[src/rtl/ddr3_dfi_phy_seq_if.sv]
// DFI controller-side bundle of the DDR3 PHY sequencer: command, write and read data channels.
// The controller drives through the master modport; the PHY core uses slave.
interface ddr3_dfi_phy_seq_if #(
   parameter int DQ_LANES = 2
);
   logic [14:0]             dfi_address;
   logic [2:0]              dfi_bank;
   logic                    dfi_ras_n;
   logic                    dfi_cas_n;
   logic                    dfi_we_n;
   logic                    dfi_cs_n;
   logic                    dfi_cke;
   logic                    dfi_odt;
   logic                    dfi_reset_n;
   logic [16*DQ_LANES-1:0]  dfi_wrdata;
   logic [2*DQ_LANES-1:0]   dfi_wrdata_mask;
   logic                    dfi_wrdata_en;
   logic                    dfi_rddata_en;
   logic [16*DQ_LANES-1:0]  dfi_rddata;
   logic                    dfi_rddata_valid;
   logic [1:0]              dfi_rddata_dnv;

   modport master (
      output dfi_address, dfi_bank, dfi_ras_n, dfi_cas_n, dfi_we_n, dfi_cs_n,
             dfi_cke, dfi_odt, dfi_reset_n, dfi_wrdata, dfi_wrdata_mask,
             dfi_wrdata_en, dfi_rddata_en,
      input  dfi_rddata, dfi_rddata_valid, dfi_rddata_dnv
   );

   modport slave (
      input  dfi_address, dfi_bank, dfi_ras_n, dfi_cas_n, dfi_we_n, dfi_cs_n,
             dfi_cke, dfi_odt, dfi_reset_n, dfi_wrdata, dfi_wrdata_mask,
             dfi_wrdata_en, dfi_rddata_en,
      output dfi_rddata, dfi_rddata_valid, dfi_rddata_dnv
   );
endinterface

[src/rtl/ddr3_dfi_phy_seq.sv]
// DDR3 DFI PHY sequencing core: registered command bus, write-latency pipeline with DQ/DQS
// output enables, per-lane read deskew and a sticky write-drive/read-window conflict flag.
module ddr3_dfi_phy_seq #(
   parameter int DQ_LANES   = 2,
   parameter int TPHY_WRLAT = 3,
   parameter int TPHY_RDLAT = 4
) (
   input  logic                    clk_i,
   input  logic                    rst_n_i,
   ddr3_dfi_phy_seq_if.slave       dfi,
   input  logic [2*DQ_LANES-1:0]   lane_rd_dly_i,
   input  logic [16*DQ_LANES-1:0]  pad_rddata_i,
   output logic [13:0]             phy_addr_o,
   output logic [2:0]              phy_ba_o,
   output logic                    phy_ras_n_o,
   output logic                    phy_cas_n_o,
   output logic                    phy_we_n_o,
   output logic                    phy_cs_n_o,
   output logic                    phy_cke_o,
   output logic                    phy_odt_o,
   output logic                    phy_reset_n_o,
   output logic [16*DQ_LANES-1:0]  phy_wrdata_o,
   output logic [2*DQ_LANES-1:0]   phy_wrmask_o,
   output logic [DQ_LANES-1:0]     phy_dq_oe_o,
   output logic [DQ_LANES-1:0]     phy_dqs_oe_o,
   output logic                    conflict_o
);

   localparam int W    = 16*DQ_LANES;
   localparam int M    = 2*DQ_LANES;
   localparam int HALF = 8*DQ_LANES;
   localparam int RDD  = TPHY_RDLAT + 4;

   logic [13:0] addr_q;
   logic [2:0]  ba_q;
   logic        ras_n_q, cas_n_q, we_n_q, cs_n_q, cke_q, odt_q, reset_n_q;

   logic [TPHY_WRLAT-1:0] wr_sr_q;
   logic [W-1:0]          wd_q [TPHY_WRLAT];
   logic [M-1:0]          wm_q [TPHY_WRLAT];
   logic                  post_q;

   logic [RDD-1:0]        rd_sr_q;
   logic [15:0]           dl_q [DQ_LANES][4];
   logic [W-1:0]          aligned;

   logic                  conflict_q, conflict_d;
   logic                  dq_drive, dqs_en, rd_window, rd_valid;
   logic                  addr_unused;

   assign addr_unused = dfi.dfi_address[14];

   always_ff @(posedge clk_i or negedge rst_n_i) begin
      if (!rst_n_i) begin
         addr_q    <= '0;
         ba_q      <= '0;
         ras_n_q   <= 1'b1;
         cas_n_q   <= 1'b1;
         we_n_q    <= 1'b1;
         cs_n_q    <= 1'b1;
         cke_q     <= 1'b0;
         odt_q     <= 1'b0;
         reset_n_q <= 1'b0;
      end else begin
         addr_q    <= dfi.dfi_address[13:0];
         ba_q      <= dfi.dfi_bank;
         ras_n_q   <= dfi.dfi_ras_n;
         cas_n_q   <= dfi.dfi_cas_n;
         we_n_q    <= dfi.dfi_we_n;
         cs_n_q    <= dfi.dfi_cs_n;
         cke_q     <= dfi.dfi_cke;
         odt_q     <= dfi.dfi_odt;
         reset_n_q <= dfi.dfi_reset_n;
      end
   end

   assign phy_addr_o    = addr_q;
   assign phy_ba_o      = ba_q;
   assign phy_ras_n_o   = ras_n_q;
   assign phy_cas_n_o   = cas_n_q;
   assign phy_we_n_o    = we_n_q;
   assign phy_cs_n_o    = cs_n_q;
   assign phy_cke_o     = cke_q;
   assign phy_odt_o     = odt_q;
   assign phy_reset_n_o = reset_n_q;

   // Write enable, data and mask travel together so the pad drive lines up with its payload.
   always_ff @(posedge clk_i or negedge rst_n_i) begin
      if (!rst_n_i) begin
         wr_sr_q <= '0;
         post_q  <= 1'b0;
         for (int k = 0; k < TPHY_WRLAT; k++) begin
            wd_q[k] <= '0;
            wm_q[k] <= '1;
         end
      end else begin
         wr_sr_q <= {wr_sr_q[TPHY_WRLAT-2:0], dfi.dfi_wrdata_en};
         post_q  <= dq_drive;
         wd_q[0] <= dfi.dfi_wrdata;
         wm_q[0] <= dfi.dfi_wrdata_mask;
         for (int k = 1; k < TPHY_WRLAT; k++) begin
            wd_q[k] <= wd_q[k-1];
            wm_q[k] <= wm_q[k-1];
         end
      end
   end

   assign dq_drive     = wr_sr_q[TPHY_WRLAT-1];
   assign dqs_en       = wr_sr_q[TPHY_WRLAT-2] | dq_drive | post_q;
   assign phy_dq_oe_o  = {DQ_LANES{dq_drive}};
   assign phy_dqs_oe_o = {DQ_LANES{dqs_en}};
   assign phy_wrdata_o = dq_drive ? wd_q[TPHY_WRLAT-1] : '0;
   assign phy_wrmask_o = dq_drive ? wm_q[TPHY_WRLAT-1] : '1;

   always_ff @(posedge clk_i or negedge rst_n_i) begin
      if (!rst_n_i) begin
         rd_sr_q <= '0;
         for (int l = 0; l < DQ_LANES; l++) begin
            for (int k = 0; k < 4; k++) begin
               dl_q[l][k] <= '0;
            end
         end
      end else begin
         rd_sr_q <= {rd_sr_q[RDD-2:0], dfi.dfi_rddata_en};
         for (int l = 0; l < DQ_LANES; l++) begin
            dl_q[l][0] <= {pad_rddata_i[HALF+8*l +: 8], pad_rddata_i[8*l +: 8]};
            for (int k = 1; k < 4; k++) begin
               dl_q[l][k] <= dl_q[l][k-1];
            end
         end
      end
   end

   // A lane arriving dly cycles late needs 4-dly cycles of delay, i.e. tap 3-dly.
   always_comb begin
      aligned = '0;
      for (int l = 0; l < DQ_LANES; l++) begin
         logic [1:0]  tap;
         logic [15:0] word;
         tap  = 2'd3 - lane_rd_dly_i[2*l +: 2];
         word = dl_q[l][tap];
         aligned[8*l +: 8]      = word[7:0];
         aligned[HALF+8*l +: 8] = word[15:8];
      end
   end

   assign rd_valid             = rd_sr_q[RDD-1];
   assign dfi.dfi_rddata_valid = rd_valid;
   assign dfi.dfi_rddata       = rd_valid ? aligned : '0;
   assign dfi.dfi_rddata_dnv   = 2'b00;

   // Pad window of a request at t spans t+RDLAT..t+RDLAT+3; rd_sr_q[k] holds the request from c-1-k.
   assign rd_window  = |rd_sr_q[TPHY_RDLAT+2:TPHY_RDLAT-1];
   assign conflict_d = conflict_q | (dqs_en & rd_window);

   always_ff @(posedge clk_i or negedge rst_n_i) begin
      if (!rst_n_i) begin
         conflict_q <= 1'b0;
      end else begin
         conflict_q <= conflict_d;
      end
   end

   assign conflict_o = conflict_q;

endmodule

[src/flat_wrapper.sv]
// flat-port wrapper written by rule: the top's interface ports become plain ports
module ddr3_dfi_phy_seq_flat 
#(
   parameter int DQ_LANES   = 2,
   parameter int TPHY_WRLAT = 3,
   parameter int TPHY_RDLAT = 4
)
  (clk_i, rst_n_i, lane_rd_dly_i, pad_rddata_i, phy_addr_o, phy_ba_o, phy_ras_n_o, phy_cas_n_o, phy_we_n_o, phy_cs_n_o, phy_cke_o, phy_odt_o, phy_reset_n_o, phy_wrdata_o, phy_wrmask_o, phy_dq_oe_o, phy_dqs_oe_o, conflict_o, dfi_dfi_address, dfi_dfi_bank, dfi_dfi_ras_n, dfi_dfi_cas_n, dfi_dfi_we_n, dfi_dfi_cs_n, dfi_dfi_cke, dfi_dfi_odt, dfi_dfi_reset_n, dfi_dfi_wrdata, dfi_dfi_wrdata_mask, dfi_dfi_wrdata_en, dfi_dfi_rddata_en, dfi_dfi_rddata, dfi_dfi_rddata_valid, dfi_dfi_rddata_dnv);
  ddr3_dfi_phy_seq_if #(.DQ_LANES(DQ_LANES)) dfi_i ();
  input  logic clk_i;
  input  logic rst_n_i;
  input  logic [2*DQ_LANES-1:0] lane_rd_dly_i;
  input  logic [16*DQ_LANES-1:0] pad_rddata_i;
  output logic [13:0] phy_addr_o;
  output logic [2:0] phy_ba_o;
  output logic phy_ras_n_o;
  output logic phy_cas_n_o;
  output logic phy_we_n_o;
  output logic phy_cs_n_o;
  output logic phy_cke_o;
  output logic phy_odt_o;
  output logic phy_reset_n_o;
  output logic [16*DQ_LANES-1:0] phy_wrdata_o;
  output logic [2*DQ_LANES-1:0] phy_wrmask_o;
  output logic [DQ_LANES-1:0] phy_dq_oe_o;
  output logic [DQ_LANES-1:0] phy_dqs_oe_o;
  output logic conflict_o;
  input wire logic [$bits(dfi_i.dfi_address)-1:0] dfi_dfi_address;
  input wire logic [$bits(dfi_i.dfi_bank)-1:0] dfi_dfi_bank;
  input wire logic [$bits(dfi_i.dfi_ras_n)-1:0] dfi_dfi_ras_n;
  input wire logic [$bits(dfi_i.dfi_cas_n)-1:0] dfi_dfi_cas_n;
  input wire logic [$bits(dfi_i.dfi_we_n)-1:0] dfi_dfi_we_n;
  input wire logic [$bits(dfi_i.dfi_cs_n)-1:0] dfi_dfi_cs_n;
  input wire logic [$bits(dfi_i.dfi_cke)-1:0] dfi_dfi_cke;
  input wire logic [$bits(dfi_i.dfi_odt)-1:0] dfi_dfi_odt;
  input wire logic [$bits(dfi_i.dfi_reset_n)-1:0] dfi_dfi_reset_n;
  input wire logic [$bits(dfi_i.dfi_wrdata)-1:0] dfi_dfi_wrdata;
  input wire logic [$bits(dfi_i.dfi_wrdata_mask)-1:0] dfi_dfi_wrdata_mask;
  input wire logic [$bits(dfi_i.dfi_wrdata_en)-1:0] dfi_dfi_wrdata_en;
  input wire logic [$bits(dfi_i.dfi_rddata_en)-1:0] dfi_dfi_rddata_en;
  output wire logic [$bits(dfi_i.dfi_rddata)-1:0] dfi_dfi_rddata;
  output wire logic [$bits(dfi_i.dfi_rddata_valid)-1:0] dfi_dfi_rddata_valid;
  output wire logic [$bits(dfi_i.dfi_rddata_dnv)-1:0] dfi_dfi_rddata_dnv;
  assign dfi_i.dfi_address = dfi_dfi_address;
  assign dfi_i.dfi_bank = dfi_dfi_bank;
  assign dfi_i.dfi_ras_n = dfi_dfi_ras_n;
  assign dfi_i.dfi_cas_n = dfi_dfi_cas_n;
  assign dfi_i.dfi_we_n = dfi_dfi_we_n;
  assign dfi_i.dfi_cs_n = dfi_dfi_cs_n;
  assign dfi_i.dfi_cke = dfi_dfi_cke;
  assign dfi_i.dfi_odt = dfi_dfi_odt;
  assign dfi_i.dfi_reset_n = dfi_dfi_reset_n;
  assign dfi_i.dfi_wrdata = dfi_dfi_wrdata;
  assign dfi_i.dfi_wrdata_mask = dfi_dfi_wrdata_mask;
  assign dfi_i.dfi_wrdata_en = dfi_dfi_wrdata_en;
  assign dfi_i.dfi_rddata_en = dfi_dfi_rddata_en;
  assign dfi_dfi_rddata = dfi_i.dfi_rddata;
  assign dfi_dfi_rddata_valid = dfi_i.dfi_rddata_valid;
  assign dfi_dfi_rddata_dnv = dfi_i.dfi_rddata_dnv;
  ddr3_dfi_phy_seq #(.DQ_LANES(DQ_LANES), .TPHY_WRLAT(TPHY_WRLAT), .TPHY_RDLAT(TPHY_RDLAT)) u_core (.clk_i(clk_i), .rst_n_i(rst_n_i), .dfi(dfi_i), .lane_rd_dly_i(lane_rd_dly_i), .pad_rddata_i(pad_rddata_i), .phy_addr_o(phy_addr_o), .phy_ba_o(phy_ba_o), .phy_ras_n_o(phy_ras_n_o), .phy_cas_n_o(phy_cas_n_o), .phy_we_n_o(phy_we_n_o), .phy_cs_n_o(phy_cs_n_o), .phy_cke_o(phy_cke_o), .phy_odt_o(phy_odt_o), .phy_reset_n_o(phy_reset_n_o), .phy_wrdata_o(phy_wrdata_o), .phy_wrmask_o(phy_wrmask_o), .phy_dq_oe_o(phy_dq_oe_o), .phy_dqs_oe_o(phy_dqs_oe_o), .conflict_o(conflict_o));
endmodule
[config.mk]
export PLATFORM = sky130hd
export DESIGN_NAME = ddr3_dfi_phy_seq_flat
export DESIGN_NICKNAME = d
export VERILOG_FILES = /design/src/rtl/ddr3_dfi_phy_seq_if.sv /design/src/rtl/ddr3_dfi_phy_seq.sv /design/src/flat_wrapper.sv
export SDC_FILE = /design/constraint.sdc
export NUM_CORES = 1
export LEC_CHECK = 0
export BUFFER_PORTS_ARGS = -buffer_cell sky130_fd_sc_hd__buf_2
export CORE_AREA = 2 2 146 148
export DETAILED_ROUTE_END_ITERATION = 8
export DIE_AREA = 0 0 148 150
export HOLD_SLACK_MARGIN = 0.1
export PLACE_DENSITY = 0.69
export SLEW_MARGIN = 30
export SYNTH_ARGS = -nofsm -noshare
export SYNTH_HDL_FRONTEND = slang
export SYNTH_SLANG_ARGS = --single-unit
[constraint.sdc]
create_clock -name clk_i -period 1.7 [get_ports clk_i]
set_clock_uncertainty 0.15 [all_clocks]
set_input_delay 0.17 -clock clk_i [delete_from_list [all_inputs] [get_ports clk_i]]
set_output_delay 0.17 -clock clk_i [all_outputs]
set_load 0.05 [all_outputs]
==> results of run 1 <==
==> final timing paths <==
path / end / cells past startpoint
setup reg to reg: u_core.conflict_o$_DFF_PN0_ / 2
max in group asynchronous: u_core.phy_we_n_o$_DFF_PN1_ / 4
hold / removal: u_core.wr_sr_q[0]$_DFF_PN0_ / 2
min in group asynchronous: u_core.wd_q[87]$_DFF_PN0_ / 3
setup / recovery: dfi_dfi_rddata[28] / 5
hold reg to reg: u_core.wd_q[39]$_DFF_PN0_ / 0
==> per-layer routing <==
layer	part of all wire, %	routed length, um	up-vias
li1	-	-	2138
met1	37	7310	2481
met5	0.055	11	-
met2	55	11000	155
met3	5.8	1160	42
met4	2.3	452	2
==> synth_stat cells (all sizes together) <==
cell type,number
dfrtp,257
mux2i,64
and2,32
o22ai,32
buf,16
dfstp,16
clkbuf,7
nand2b,6
nand2,2
a21o,1
conb,1
or3,1
or4,1
==> flip-flops by register name (all words and copies together), names as in the netlist, 3 cells and up <==
| name | flops |
|---|---|
| u_core.dl_q | 128 |
| u_core.phy_addr_o | 14 |
| u_core.phy_ba_o | 3 |
| u_core.rd_sr_q | 8 |
| u_core.wd_q | 96 |
| u_core.wm_q | 12 |
| u_core.wr_sr_q | 3 |
==> where the power goes <==
group / total, mW / switching, mW / internal, mW
Clock: 6.35 / 2.42 / 3.93
Combinational: 1.94 / 1.10 / 0.839
Sequential: 6.99 / 0.144 / 6.84
Total: 15.3 / 3.67 / 11.6
==> per-stage QoR <==
stage	setup TNS (ns)	power, mW
after floorplan	-2.87	7.93
after global placement	0	8.42
after detailed placement	0	8.46
after CTS	-17.27	15.3
after global routing	-16.94	15.9
final	-13.43	15.3
==> final cells by class <==
type                    count  area (um2)
fillers                  1422        7780
flip-flops and latches    273        6850
repair buffers            334        3080
multi-input cells         141        1680
clock buffers              36         729
well taps                 275         344
clock inverters            13         225
==> cells by family after synthesis <==
kind of cell	after synthesis	synth area share [%]
AO/OA/AOI/OAI	33	2.56
buffers and inverters	23	1.74
flip-flops	273	84.5
multiplexers	64	7.90
other	1	0.0463
AND/OR/NAND/NOR	42	3.20
==> what timing repair did <==
action	CTS	global route
hold buffers	96	0
hold endpoints to repair	367	0
cloned	6	0
buffers inserted	12	8
pin swaps	7	8
gates resized for setup	216	52
endpoints found under the setup margin	72	72
==> cell usage in the layout (no fill, tap or decap), types with 7 or more instances in the layout <==
master	synthesis	layout
sky130_fd_sc_hd__and2_4	0	32
sky130_fd_sc_hd__buf_12	0	17
sky130_fd_sc_hd__buf_2	2	123
sky130_fd_sc_hd__buf_4	14	18
sky130_fd_sc_hd__buf_6	0	47
sky130_fd_sc_hd__buf_8	0	33
sky130_fd_sc_hd__clkbuf_1	7	7
sky130_fd_sc_hd__clkbuf_16	0	27
sky130_fd_sc_hd__dfrtp_1	257	255
sky130_fd_sc_hd__dfstp_2	16	16
sky130_fd_sc_hd__dlygate4sd3_1	0	96
sky130_fd_sc_hd__mux2i_1	64	64
sky130_fd_sc_hd__o22ai_4	0	29
==> flow_summary.rst, run 1 <==
.. list-table::
   :header-rows: 1

   * - Metric
     - Value
   * - Startpoint of the most critical setup path
     - u_core.rd_sr_q[7]$_DFF_PN0_
   * - Min setup slack post-route
     - -0.298 ns
   * - Final Slew Violations
     - 0
   * - Clock buffer depth
     - 3
   * - Via count of the first global-routing pass
     - 5565
   * - Total of max-cap violations
     - 0
   * - Leak
     - 5.96 nW
   * - Number of levels the H-tree was split into
     - 1
   * - Number of antenna violations at the first check in global routing
     - 1
   * - Horizontal die dimension
     - 148 um
   * - CTS tree
     - built
   * - Area of the mapped netlist
     - 8100 um2
   * - GR Util All Layers
     - 17.9%
   * - CP endpoint kind
     - output pin
   * - Number of synthesis warnings
     - 0
   * - Synth-to-layout area growth
     - 59.3%
   * - Fraction of the yosys area taken by sequential cells
     - 84.5%
   * - Highest attainable clock frequency
     - 501 MHz
   * - Buffer type at the clock tree root
     - sky130_fd_sc_hd__clkbuf_16
   * - Data arrival at the endpoint of the critical path
     - 1.68 ns
   * - Startpoint of the worst hold path
     - dfi_dfi_wrdata_en
   * - Final min period
     - 2.00 ns
   * - Routed wire per std cell
     - 18.6 um
   * - Standard cell with the maximum stage delay on the critical path
     - sky130_fd_sc_hd__dfrtp_2
   * - Maximum ir drop on the vdd rail
     - 837 uV
   * - Final hold vios
     - 0
   * - Buffers plus inverters on the worst setup path
     - 3
   * - Total detailed-routing wirelength
     - 19900 um
   * - Placement row count
     - 53
   * - Crit-path max FO
     - 12
   * - Most utilized layer in the global route result
     - met2
   * - Antenna-violating nets left
     - 0
   * - Share of cells above drive strength 1
     - 46.5%
   * - Number of sinks driven by the clock tree
     - 273
   * - Unrepaired setup endpoints after global routing
     - true
   * - Number of top-level pins
     - 201
   * - Synthesized instance count
     - 436
   * - Post-synthesis average cell area
     - 18.6 um2
   * - Share of the clock period used by the worst path after layout
     - 118%
   * - Number of buffers created by CTS
     - 27
   * - Share of the core filled with cells
     - 62.4%
   * - Family with the most delay on the worst path
     - buffers and inverters
   * - Pre-CTS WS
     - 0.0204 ns
   * - Dominant cell type by area after synthesis
     - sky130_fd_sc_hd__dfrtp_1
   * - R2R Path Start
     - u_core.rd_sr_q[4]$_DFF_PN0_
   * - Final design instance area without fill
     - 12900 um2
   * - Post-DP Area
     - 9920 um2
   * - Initial Utilization
     - 39.2%
   * - First-pass GRT wire length
     - 30700 um
   * - CP required
     - 1.38 ns
   * - Cell Chain, Critical Path
     - buf_12 > nand2b_4 > buf_12 > o22ai_4 > buf_6
   * - Worst setup slack for register-to-register paths
     - 0.34 ns
   * - Status
     - finished, violations left
   * - Placer's final routability congestion estimate
     - 0.754
   * - Number of DRC markers after the initial detailed-route iteration
     - 140
   * - Most common cell type on the critical path
     - sky130_fd_sc_hd__buf_12
   * - Nature of the critical path startpoint
     - register
   * - First-pass detailed-route iteration total
     - 4
   * - Number of remaining DRC errors
     - 0
   * - NumNets Final
     - 878
   * - Port Buffer Count
     - 197
   * - Yosys top cell area share
     - 79.4%
   * - Top cells by area in the synthesized netlist
     - sky130_fd_sc_hd__dfrtp_1 (79%), sky130_fd_sc_hd__mux2i_1 (7.9%), sky130_fd_sc_hd__dfstp_2 (5.2%), sky130_fd_sc_hd__and2_1 (2.5%), sky130_fd_sc_hd__o22ai_1 (2.5%)
   * - Latest clock arrival within the worst-skew pair
     - 0.52 ns
   * - Met1 Track Usage GR
     - 20.8%
   * - Final HPWL DP
     - 10300 um
   * - Met2 routing resource usage after global routing
     - 32.7%
   * - Category of the most critical setup path
     - reg2out
   * - Hold Slack
     - 0.132 ns
   * - Clock transition at path regs
     - 0.06 ns
   * - Maximum number of pins on one net before global-route repair
     - 53
   * - Non-filler cells in the finished layout
     - 1072
   * - Delay of the slowest cell on the worst path
     - 0.37 ns
   * - Vert. Die Dim
     - 150 um
   * - Pwr/cell area
     - 1180 nW/um2
   * - Detailed-route via count
     - 4818
   * - Cells after DPL
     - 909
   * - Per-cell via count in the routed design
     - 4.49
   * - Floorplan core area
     - 20700 um2
   * - Met3 track demand over resource
     - 4.60%
   * - Overflow left after global routing
     - 0
   * - Netlist cell types
     - 14
   * - Antenna fix cells
     - 0
   * - Violated checks
     - negative setup slack
   * - Final setup violation count
     - 72
   * - Min-delay worst type
     - in2reg
   * - Die area
     - 22200 um2
   * - Flip-flop and latch count after synthesis
     - 273
Power figures use the tool's default switching activity.
==> run 2, diff against run 1 <==
--- a/config.mk
+++ b/config.mk
@@ -5,12 +5,12 @@
 export SDC_FILE = /design/constraint.sdc
 export NUM_CORES = 1
 export LEC_CHECK = 0
-export BUFFER_PORTS_ARGS = -buffer_cell sky130_fd_sc_hd__buf_2
 export CORE_AREA = 2 2 146 148
 export DETAILED_ROUTE_END_ITERATION = 8
 export DIE_AREA = 0 0 148 150
+export DONT_BUFFER_PORTS = 1
 export HOLD_SLACK_MARGIN = 0.1
-export PLACE_DENSITY = 0.69
+export PLACE_DENSITY = 0.61
 export SLEW_MARGIN = 30
 export SYNTH_ARGS = -nofsm -noshare
 export SYNTH_HDL_FRONTEND = slang
==> flow_summary.rst, run 2 <==
.. list-table::
   :header-rows: 1

   * - Metric
     - Value
   * - Status
     - stopped before the end
   * - Stopping stage
     - clock tree synthesis (4_1_cts)
   * - Error Message
     - [ERROR RSZ-0060] Max buffer count reached.
   * - Vert. Die Dim
     - 150 um (unchanged)
   * - Horizontal die dimension
     - 148 um (unchanged)
   * - Synth cell count leaders
     - sky130_fd_sc_hd__dfrtp_1 (257), sky130_fd_sc_hd__mux2i_1 (64), sky130_fd_sc_hd__and2_1 (32), sky130_fd_sc_hd__o22ai_1 (32), sky130_fd_sc_hd__dfstp_2 (16)
   * - Post-DP Area
     - 9580 um2 (-3.5%)
   * - Share of flip-flops with an asynchronous set or reset after synthesis
     - 100% (unchanged)
   * - Placer's final routability congestion estimate
     - 0.708 (-6.1%)
   * - Top cells by area in the synthesized netlist
     - sky130_fd_sc_hd__dfrtp_1 (79%), sky130_fd_sc_hd__mux2i_1 (7.9%), sky130_fd_sc_hd__dfstp_2 (5.2%), sky130_fd_sc_hd__and2_1 (2.5%), sky130_fd_sc_hd__o22ai_1 (2.5%)
   * - Post-synth EDFFs
     - 0 (unchanged)
   * - Number of sinks driven by the clock tree
     - 273 (unchanged)
   * - Clock buffer depth
     - 3 (unchanged)
   * - Final HPWL DP
     - 8730 um (-15%)
   * - Cell with the most instances after synthesis
     - sky130_fd_sc_hd__dfrtp_1
   * - Dominant cell type by area after synthesis
     - sky130_fd_sc_hd__dfrtp_1
   * - Port Buffer Count
     - 0 (-100%)
   * - Netlist cell types
     - 14 (unchanged)
   * - Yosys top cell area share
     - 79.4% (unchanged)
   * - Placement row count
     - 53 (unchanged)
   * - Number of hold-repair buffers added at the cts stage
     - 167 (+74%)
   * - Fraction of the yosys area taken by sequential cells
     - 84.5% (unchanged)
   * - Number of top-level pins
     - 201 (unchanged)
   * - Synthesized instance count
     - 436 (unchanged)
   * - Number of resized instances in the post-cts repair step
     - 93 (-57%)
   * - Post-synthesis average cell area
     - 18.6 um2 (unchanged)
   * - Flip-flop and latch count after synthesis
     - 273 (unchanged)
   * - Number of buffers created by CTS
     - 29 (+7.4%)
   * - Buffers inserted during post-CTS setup optimization
     - 6 (-6)
   * - Number of synthesis warnings
     - 0 (unchanged)
   * - Most instantiated flip-flop cell in the synthesis netlist
     - sky130_fd_sc_hd__dfrtp_1
   * - Buffer type at the clock tree root
     - sky130_fd_sc_hd__clkbuf_16
   * - Initial Utilization
     - 39.2% (unchanged)
   * - Area of the mapped netlist
     - 8100 um2 (unchanged)
   * - Number of levels the H-tree was split into
     - 1 (unchanged)
run 2: cells by family after synthesis:
| family | count (synthesis) | share of synthesized area, % |
|---|---|---|
| flip-flops | 273 | 84.5 |
| multiplexers | 64 | 7.90 |
| AND/OR/NAND/NOR | 42 | 3.20 |
| AO/OA/AOI/OAI | 33 | 2.56 |
| buffers and inverters | 23 | 1.74 |
| other | 1 | 0.0463 |
run 2: metrics by stage:
| step | hold WS [ns] | setup slack [ns] | instances | util, % |
|---|---|---|---|---|
| 2_1_floorplan | -0.276 | -0.189 | 437 | - |
| 3_3_place_gp | -0.271 | 0.274 | 766 | 46.3 |
| 3_5_place_dp | -0.272 | 0.229 | 766 | 46.3 |
==> run 3, diff against run 2 <==
--- a/config.mk
+++ b/config.mk
@@ -5,12 +5,11 @@
 export SDC_FILE = /design/constraint.sdc
 export NUM_CORES = 1
 export LEC_CHECK = 0
-export CORE_AREA = 2 2 146 148
+export CORE_AREA = 2 2 184 186
 export DETAILED_ROUTE_END_ITERATION = 8
-export DIE_AREA = 0 0 148 150
+export DIE_AREA = 0 0 186 188
 export DONT_BUFFER_PORTS = 1
-export HOLD_SLACK_MARGIN = 0.1
-export PLACE_DENSITY = 0.61
+export PLACE_DENSITY_LB_ADDON = 0.15
 export SLEW_MARGIN = 30
 export SYNTH_ARGS = -nofsm -noshare
 export SYNTH_HDL_FRONTEND = slang
==> flow_summary.rst, run 3 (same netlist as run 1, synthesis figures left out) <==
.. list-table::
   :header-rows: 1

   * - Metric
     - Value
   * - Category of the most critical setup path
     - reg2out
   * - CP required
     - 1.38 ns
   * - Placement row count
     - 67 (+26%)
   * - Vert. Die Dim
     - 188 um (+25%)
   * - Buffers plus inverters on the worst setup path
     - 2
   * - Maximum number of pins on one net before global-route repair
     - 274
   * - Worst-margin pin slew
     - 0.518 ns
   * - Violated checks
     - negative hold slack, negative setup slack
   * - Met1 Track Usage GR
     - 12.2%
   * - Min-delay worst type
     - in2async
   * - Horizontal die dimension
     - 186 um (+26%)
   * - Buffer type at the clock tree root
     - sky130_fd_sc_hd__clkbuf_16
   * - Most utilized layer in the global route result
     - met2
   * - Highest attainable clock frequency
     - 499 MHz
   * - CTS tree
     - built
   * - Clock transition at path regs
     - 0.06 ns
   * - Overflow left after global routing
     - 0
   * - Standard cell with the maximum stage delay on the critical path
     - sky130_fd_sc_hd__dfrtp_2
   * - Startpoint of the most critical setup path
     - u_core.rd_sr_q[7]$_DFF_PN0_
   * - Status
     - finished, violations left
   * - Final Slew Violations
     - 0
   * - Detailed-route via count
     - 4453
   * - Worst r2r dst
     - u_core.conflict_o$_DFF_PN0_
   * - Met2 routing resource usage after global routing
     - 16.7%
   * - Nature of the critical path startpoint
     - register
   * - Worst setup slack for register-to-register paths
     - 0.34 ns
   * - End of the critical path
     - dfi_dfi_rddata[30]
   * - Floorplan core area
     - 33100 um2
   * - Share of cells above drive strength 1
     - 30.6%
   * - Reg2Reg Depth
     - 2
   * - Commonest cells after routing, fill and taps aside
     - sky130_fd_sc_hd__dfrtp_1 (255), sky130_fd_sc_hd__dlygate4sd3_1 (180), sky130_fd_sc_hd__mux2i_1 (64)
   * - Final hold vios
     - 273
   * - Pwr/cell area
     - 1190 nW/um2
   * - Clock buffer depth
     - 3 (unchanged)
   * - Antenna-violating nets left
     - 0
   * - NumNets Final
     - 809
   * - Number of buffers created by CTS
     - 31 (+6.9%)
   * - Placer's final routability congestion estimate
     - 0.659 (-6.9%)
   * - Cells after DPL
     - 935 (+22%)
   * - Hold Slack
     - -0.842 ns
   * - Number of sinks driven by the clock tree
     - 273 (unchanged)
   * - Number of DRC markers after the initial detailed-route iteration
     - 129
   * - Commonest non-fill, non-tap cell in the layout
     - sky130_fd_sc_hd__dfrtp_1
   * - Number of levels the H-tree was split into
     - 1 (unchanged)
   * - Number of antenna violations at the first check in global routing
     - 1
   * - R2R Path Start
     - u_core.rd_sr_q[4]$_DFF_PN0_
   * - Final HPWL DP
     - 9380 um (+7.5%)
   * - Delay of the slowest cell on the worst path
     - 0.47 ns
   * - Number of remaining DRC errors
     - 0
   * - Per-cell via count in the routed design
     - 3.77
   * - Min setup slack post-route
     - -0.305 ns
   * - Final min period
     - 2.01 ns
   * - Leak
     - 5.73 nW
   * - CP endpoint kind
     - output pin
   * - Largest Register
     - u_core.dl_q
   * - First-pass detailed-route iteration total
     - 4
   * - Number of top-level pins
     - 201 (unchanged)
   * - Setup tns final
     - -17.50 ns
   * - Initial Utilization
     - 24.5% (-15 points)
   * - Met3 track demand over resource
     - 3.48%
   * - Headroom to the max-slew limit
     - 65.5%
   * - Tot Pwr
     - 15.6 mW
   * - Crit-path max FO
     - 16
   * - Family with the most delay on the worst path
     - flip-flops
   * - Port Buffer Count
     - 0 (unchanged)
   * - Unrepaired setup endpoints after global routing
     - true
   * - Via count of the first global-routing pass
     - 5031
   * - Total of max-cap violations
     - 0
   * - Die area
     - 35000 um2
   * - Maximum ir drop on the vdd rail
     - 979 uV
   * - Flip-flop count of the largest register after layout
     - 128
   * - Final setup violation count
     - 72
   * - Total detailed-routing wirelength
     - 17800 um
   * - Critical path depth
     - 4
   * - Cell Chain, Critical Path
     - nand2_1 > buf_12 > o22ai_2 > buf_6
   * - Non-filler cells in the finished layout
     - 1181
   * - Latest clock arrival within the worst-skew pair
     - 0.57 ns
   * - Share of the clock period used by the worst path after layout
     - 118%
   * - Routed wire per std cell
     - 15.0 um
   * - Data arrival at the endpoint of the critical path
     - 1.69 ns
   * - Synth-to-layout area growth
     - 62.8%
   * - First-pass GRT wire length
     - 27700 um
   * - GR Util All Layers
     - 10.0%
-- run 3: metrics by stage --
stage / hold slack (ns) / cell area [um2] / worst slack, ns / util (%)
floorplan: -0.276 / 8420 / -0.189 / -
global placement: -0.269 / 9590 / 0.210 / 29.0
detailed placement: -0.269 / 9590 / 0.193 / 29.0
CTS: -0.893 / 12900 / -0.354 / 38.9
global route: -0.883 / 13200 / -0.382 / 39.8
finish: -0.842 / 13200 / -0.305 / 39.8
-- run 3: worst min-delay path by stage --
stage                       start  depth (start not counted)                          end
after floorplan           rst_n_i                          0  u_core.conflict_o$_DFF_PN0_
after global placement    rst_n_i                          0    u_core.dl_q[54]$_DFF_PN0_
after detailed placement  rst_n_i                          0    u_core.dl_q[54]$_DFF_PN0_
after CTS                 rst_n_i                          0    u_core.dl_q[45]$_DFF_PN0_
after global routing      rst_n_i                          0    u_core.dl_q[54]$_DFF_PN0_
final                     rst_n_i                          0     u_core.dl_q[6]$_DFF_PN0_
-- run 3: layer usage --
layer,share of wire [%],up-vias
met5,0,-
met4,3.0,0
met3,6.7,42
met2,51,131
met1,40,2267
li1,-,2013
-- run 3: area by class of cell --
class | instances | area (um2)
Timing Repair Buffer | 261 | 3050
Sequential cell | 273 | 6850
Multi-Input combinational cell | 141 | 1630
Clock inverter | 15 | 211
Clock buffer | 42 | 887
Tap cell | 448 | 561
Fill cell | 2982 | 19900
Antenna cell | 1 | 2.50
-- run 3: report_power, final --
group | switching, mW | internal (mW)
clock network | 2.68 | 4.28
logic | 0.767 | 0.823
registers | 0.244 | 6.84
total | 3.69 | 11.9
-- run 3: what timing repair did --
action                     CTS  global route
gates cloned                 1             3
setup buffers                2             2
setup endpoints to repair   72            72
gates resized for setup     94            50
pin swaps                    5             1
hold buffers               179             1
hold endpoints to repair   367           274
-- run 3: worst reg2reg max path, cell delays in order (launching register included) --
cell and delay [ns]:
sky130_fd_sc_hd__dfrtp_1 0.37, sky130_fd_sc_hd__or4_1 0.54, sky130_fd_sc_hd__a21o_1 0.19
==> run 4, diff against run 3 <==
--- a/config.mk
+++ b/config.mk
@@ -14,3 +14,4 @@
 export SYNTH_ARGS = -nofsm -noshare
 export SYNTH_HDL_FRONTEND = slang
 export SYNTH_SLANG_ARGS = --single-unit
+export TNS_END_PERCENT = 30
==> flow_summary.rst, run 4 (same netlist as run 1, synthesis figures left out) <==
.. list-table::
   :header-rows: 1

   * - Metric
     - Value
   * - Status
     - finished, violations left
   * - Violated checks
     - negative hold slack, negative setup slack
   * - Min setup slack post-route
     - -0.277 ns (+0.0283 ns)
   * - Final Slew Violations
     - 0 (unchanged)
   * - Share of cells above drive strength 1
     - 29.6% (-0.97 points)
   * - Delay of the slowest cell on the worst path
     - 0.47 ns (about the same)
   * - Largest Register
     - u_core.dl_q
   * - Reg2Reg Depth
     - 2 (unchanged)
   * - Highest attainable clock frequency
     - 506 MHz (+1.4%)
   * - Vert. Die Dim
     - 188 um (unchanged)
   * - Crit-path max FO
     - 8 (-8)
   * - Register Area
     - 6850 um2 (unchanged)
   * - Initial Utilization
     - 24.5% (unchanged)
   * - Clock transition at path regs
     - 0.06 ns (about the same)
   * - Clock buffer depth
     - 3 (unchanged)
   * - CTS tree
     - built
   * - Total of max-cap violations
     - 0 (unchanged)
   * - Horizontal die dimension
     - 186 um (unchanged)
   * - Category of the most critical setup path
     - reg2out
   * - Total detailed-routing wirelength
     - 16600 um (-6.4%)
   * - Switch Pwr
     - 3.58 mW (-3.1%)
   * - CP required
     - 1.38 ns (about the same)
   * - Final setup violation count
     - 72 (unchanged)
   * - Maximum ir drop on the vdd rail
     - 860 uV (-12%)
   * - Number of antenna violations at the first check in global routing
     - 0 (-1)
   * - Overflow left after global routing
     - 0 (unchanged)
   * - Min-delay worst type
     - in2async
   * - Number of remaining DRC errors
     - 0 (unchanged)
   * - Worst-margin pin slew
     - 0.510 ns (-0.00776 ns)
   * - Fraction of power consumed by combinational cells
     - 10.1% (about the same)
   * - Per-cell via count in the routed design
     - 3.79 (+0.62%)
   * - Floorplan core area
     - 33100 um2 (unchanged)
   * - Cell Chain, Critical Path
     - nand2b_4 > buf_12 > o22ai_4 > buf_6
   * - Number of DRC markers after the initial detailed-route iteration
     - 123 (-4.7%)
   * - CP endpoint kind
     - output pin
   * - Internal Power
     - 11.4 mW (-4.6%)
   * - Final hold vios
     - 273 (unchanged)
   * - Commonest cells after routing, fill and taps aside
     - sky130_fd_sc_hd__dfrtp_1 (255), sky130_fd_sc_hd__dlygate4sd3_1 (152), sky130_fd_sc_hd__mux2i_1 (64)
   * - First-pass detailed-route iteration total
     - 4 (unchanged)
   * - Pre-CTS WS
     - 0.208 ns (+0.0145 ns)
   * - Detailed-route via count
     - 4363 (-2.0%)
   * - Final min period
     - 1.98 ns (-0.0283 ns)
   * - Antenna fix cells
     - 0 (-1)
   * - Tot Pwr
     - 15.0 mW (-4.3%)
   * - Port Buffer Count
     - 0 (unchanged)
   * - Unrepaired setup endpoints after global routing
     - true
   * - Number of levels the H-tree was split into
     - 1 (unchanged)
   * - Number of inserted filler cells in the final layout
     - 3056 (+2.5%)
   * - Antenna-violating nets left
     - 0 (unchanged)
   * - Number of buffers created by CTS
     - 29 (-6.5%)
   * - NumNets Final
     - 780 (-3.6%)
   * - Latest clock arrival within the worst-skew pair
     - 0.55 ns (-0.02 ns)
   * - Synth-to-layout area growth
     - 57.0%
   * - Placer's final routability congestion estimate
     - 0.687 (+4.2%)
   * - Placement row count
     - 67 (unchanged)
   * - Buffer type at the clock tree root
     - sky130_fd_sc_hd__clkbuf_16
   * - Number of top-level pins
     - 201 (unchanged)
   * - Switching share of total power
     - 23.9% (+0.28 points)
   * - Die area
     - 35000 um2 (unchanged)
   * - Pwr/cell area
     - 1180 nW/um2 (-0.75%)
   * - Fraction of power consumed by the clock network
     - 42.6% (-1.9 points)
   * - Data arrival at the endpoint of the critical path
     - 1.66 ns (-0.03 ns)
   * - Final HPWL DP
     - 9280 um (-1.1%)
   * - Flip-flop count of the largest register after layout
     - 128 (unchanged)
   * - Setup tns final
     - -10.73 ns (+6.77 ns)
   * - Maximum number of pins on one net before global-route repair
     - 274 (unchanged)
   * - Nature of the critical path startpoint
     - register
   * - Share of the clock period used by the worst path after layout
     - 116% (-1.7 points)
   * - Headroom to the max-slew limit
     - 66.0% (+0.52 points)
   * - Commonest non-fill, non-tap cell in the layout
     - sky130_fd_sc_hd__dfrtp_1
   * - Area of the multi-input gates
     - 1610 um2 (-1.2%)
   * - First-pass GRT wire length
     - 27100 um (-2.1%)
   * - GR Util All Layers
     - 9.75% (-0.30 points)
   * - Standard cell with the maximum stage delay on the critical path
     - sky130_fd_sc_hd__dfrtp_2
   * - Hold Slack
     - -0.837 ns (+0.00479 ns)
   * - Routed wire per std cell
     - 14.4 um (-3.9%)
   * - Number of sinks driven by the clock tree
     - 273 (unchanged)
   * - Sequential share of power
     - 47.3% (+2.0 points)
   * - Via count of the first global-routing pass
     - 5074 (+0.85%)
   * - Leak
     - 5.50 nW (-4.1%)
==> run 4: cell count changes in the layout (fill, tap and decap cells not counted), sizes merged <==
cell / previous run / this run
clkbuf: 44 / 37
bufinv: 4 / 3
clkinvlp: 4 / 5
dlygate4sd3: 180 / 152
diode: 1 / 0
buf: 79 / 82
clkinv: 5 / 7
==> run 4: critical path: cells and delay by family, from the launching register on <==
kind                   cells  cell delay [ns]
AND/OR/NAND/NOR            1             0.12
buffers and inverters      2             0.35
AO/OA/AOI/OAI              1             0.17
flip-flops                 1             0.47
==> run 4: path summary, 6_finish.rpt <==
check	start	to	slack, ns
worst max-delay path	u_core.rd_sr_q[7]$_DFF_PN0_	dfi_dfi_rddata[25]	-0.28
worst min-delay path	rst_n_i	u_core.wd_q[69]$_DFF_PN0_	-0.84
worst max register to register	u_core.rd_sr_q[4]$_DFF_PN0_	u_core.conflict_o$_DFF_PN0_	0.35
worst min register to register	u_core.wd_q[53]$_DFF_PN0_	u_core.wd_q[21]$_DFF_PN0_	0.19
max in group asynchronous	rst_n_i	u_core.rd_sr_q[7]$_DFF_PN0_	1.85
min in group clk_i	dfi_dfi_bank[1]	u_core.phy_ba_o[1]$_DFF_PN0_	0.03
==> run 4: final cells by class <==
cell class              count  share of cell area [%]
flip-flops and latches    273                    53.9
repair buffers            234                    21.3
multi-input cells         141                    12.7
clock buffers              37                    6.25
well taps                 448                    4.41
clock inverters            17                    1.56
==> run 4: timing repair <==
item,4_1_cts,5_1_grt
pin swaps,8,21
buffers inserted,1,0
gates resized for setup,60,63
cloned,1,0
hold buffers,150,2
hold endpoints to repair,367,275
setup endpoints to repair,72,72
==> run 4: through the flow <==
stage               util, %  area, um2  hold WS (ns)  cells
global placement       29.2       9670        -0.268    942
finish                 38.4      12700        -0.837   1150
CTS                    37.6      12500        -0.868   1148
floorplan                 -       8390        -0.276    437
global route           38.4      12700        -0.875   1150
detailed placement     29.2       9670        -0.269    942
==> run 4: per-layer routing <==
layer / part of all wire (%) / GRT usage [%] / routed length [um] / vias to the layer above
met5: 0 / 0 / 0 / -
met4: 3.3 / 3.27 / 551 / 0
met3: 8.9 / 3.79 / 1470 / 34
met2: 48 / 16.1 / 8030 / 155
met1: 39 / 11.6 / 6560 / 2223
li1: - / - / - / 1951
==> run 4: power by group through the flow <==
stage | Sequential, mW | Clock, mW | Combinational, mW
after floorplan | 7.15 | 0 | 0.761
after global placement | 7.18 | 0 | 1.04
after detailed placement | 7.19 | 0 | 1.05
after CTS | 7.08 | 6.65 | 1.42
after global routing | 7.11 | 6.95 | 1.59
final | 7.08 | 6.38 | 1.51
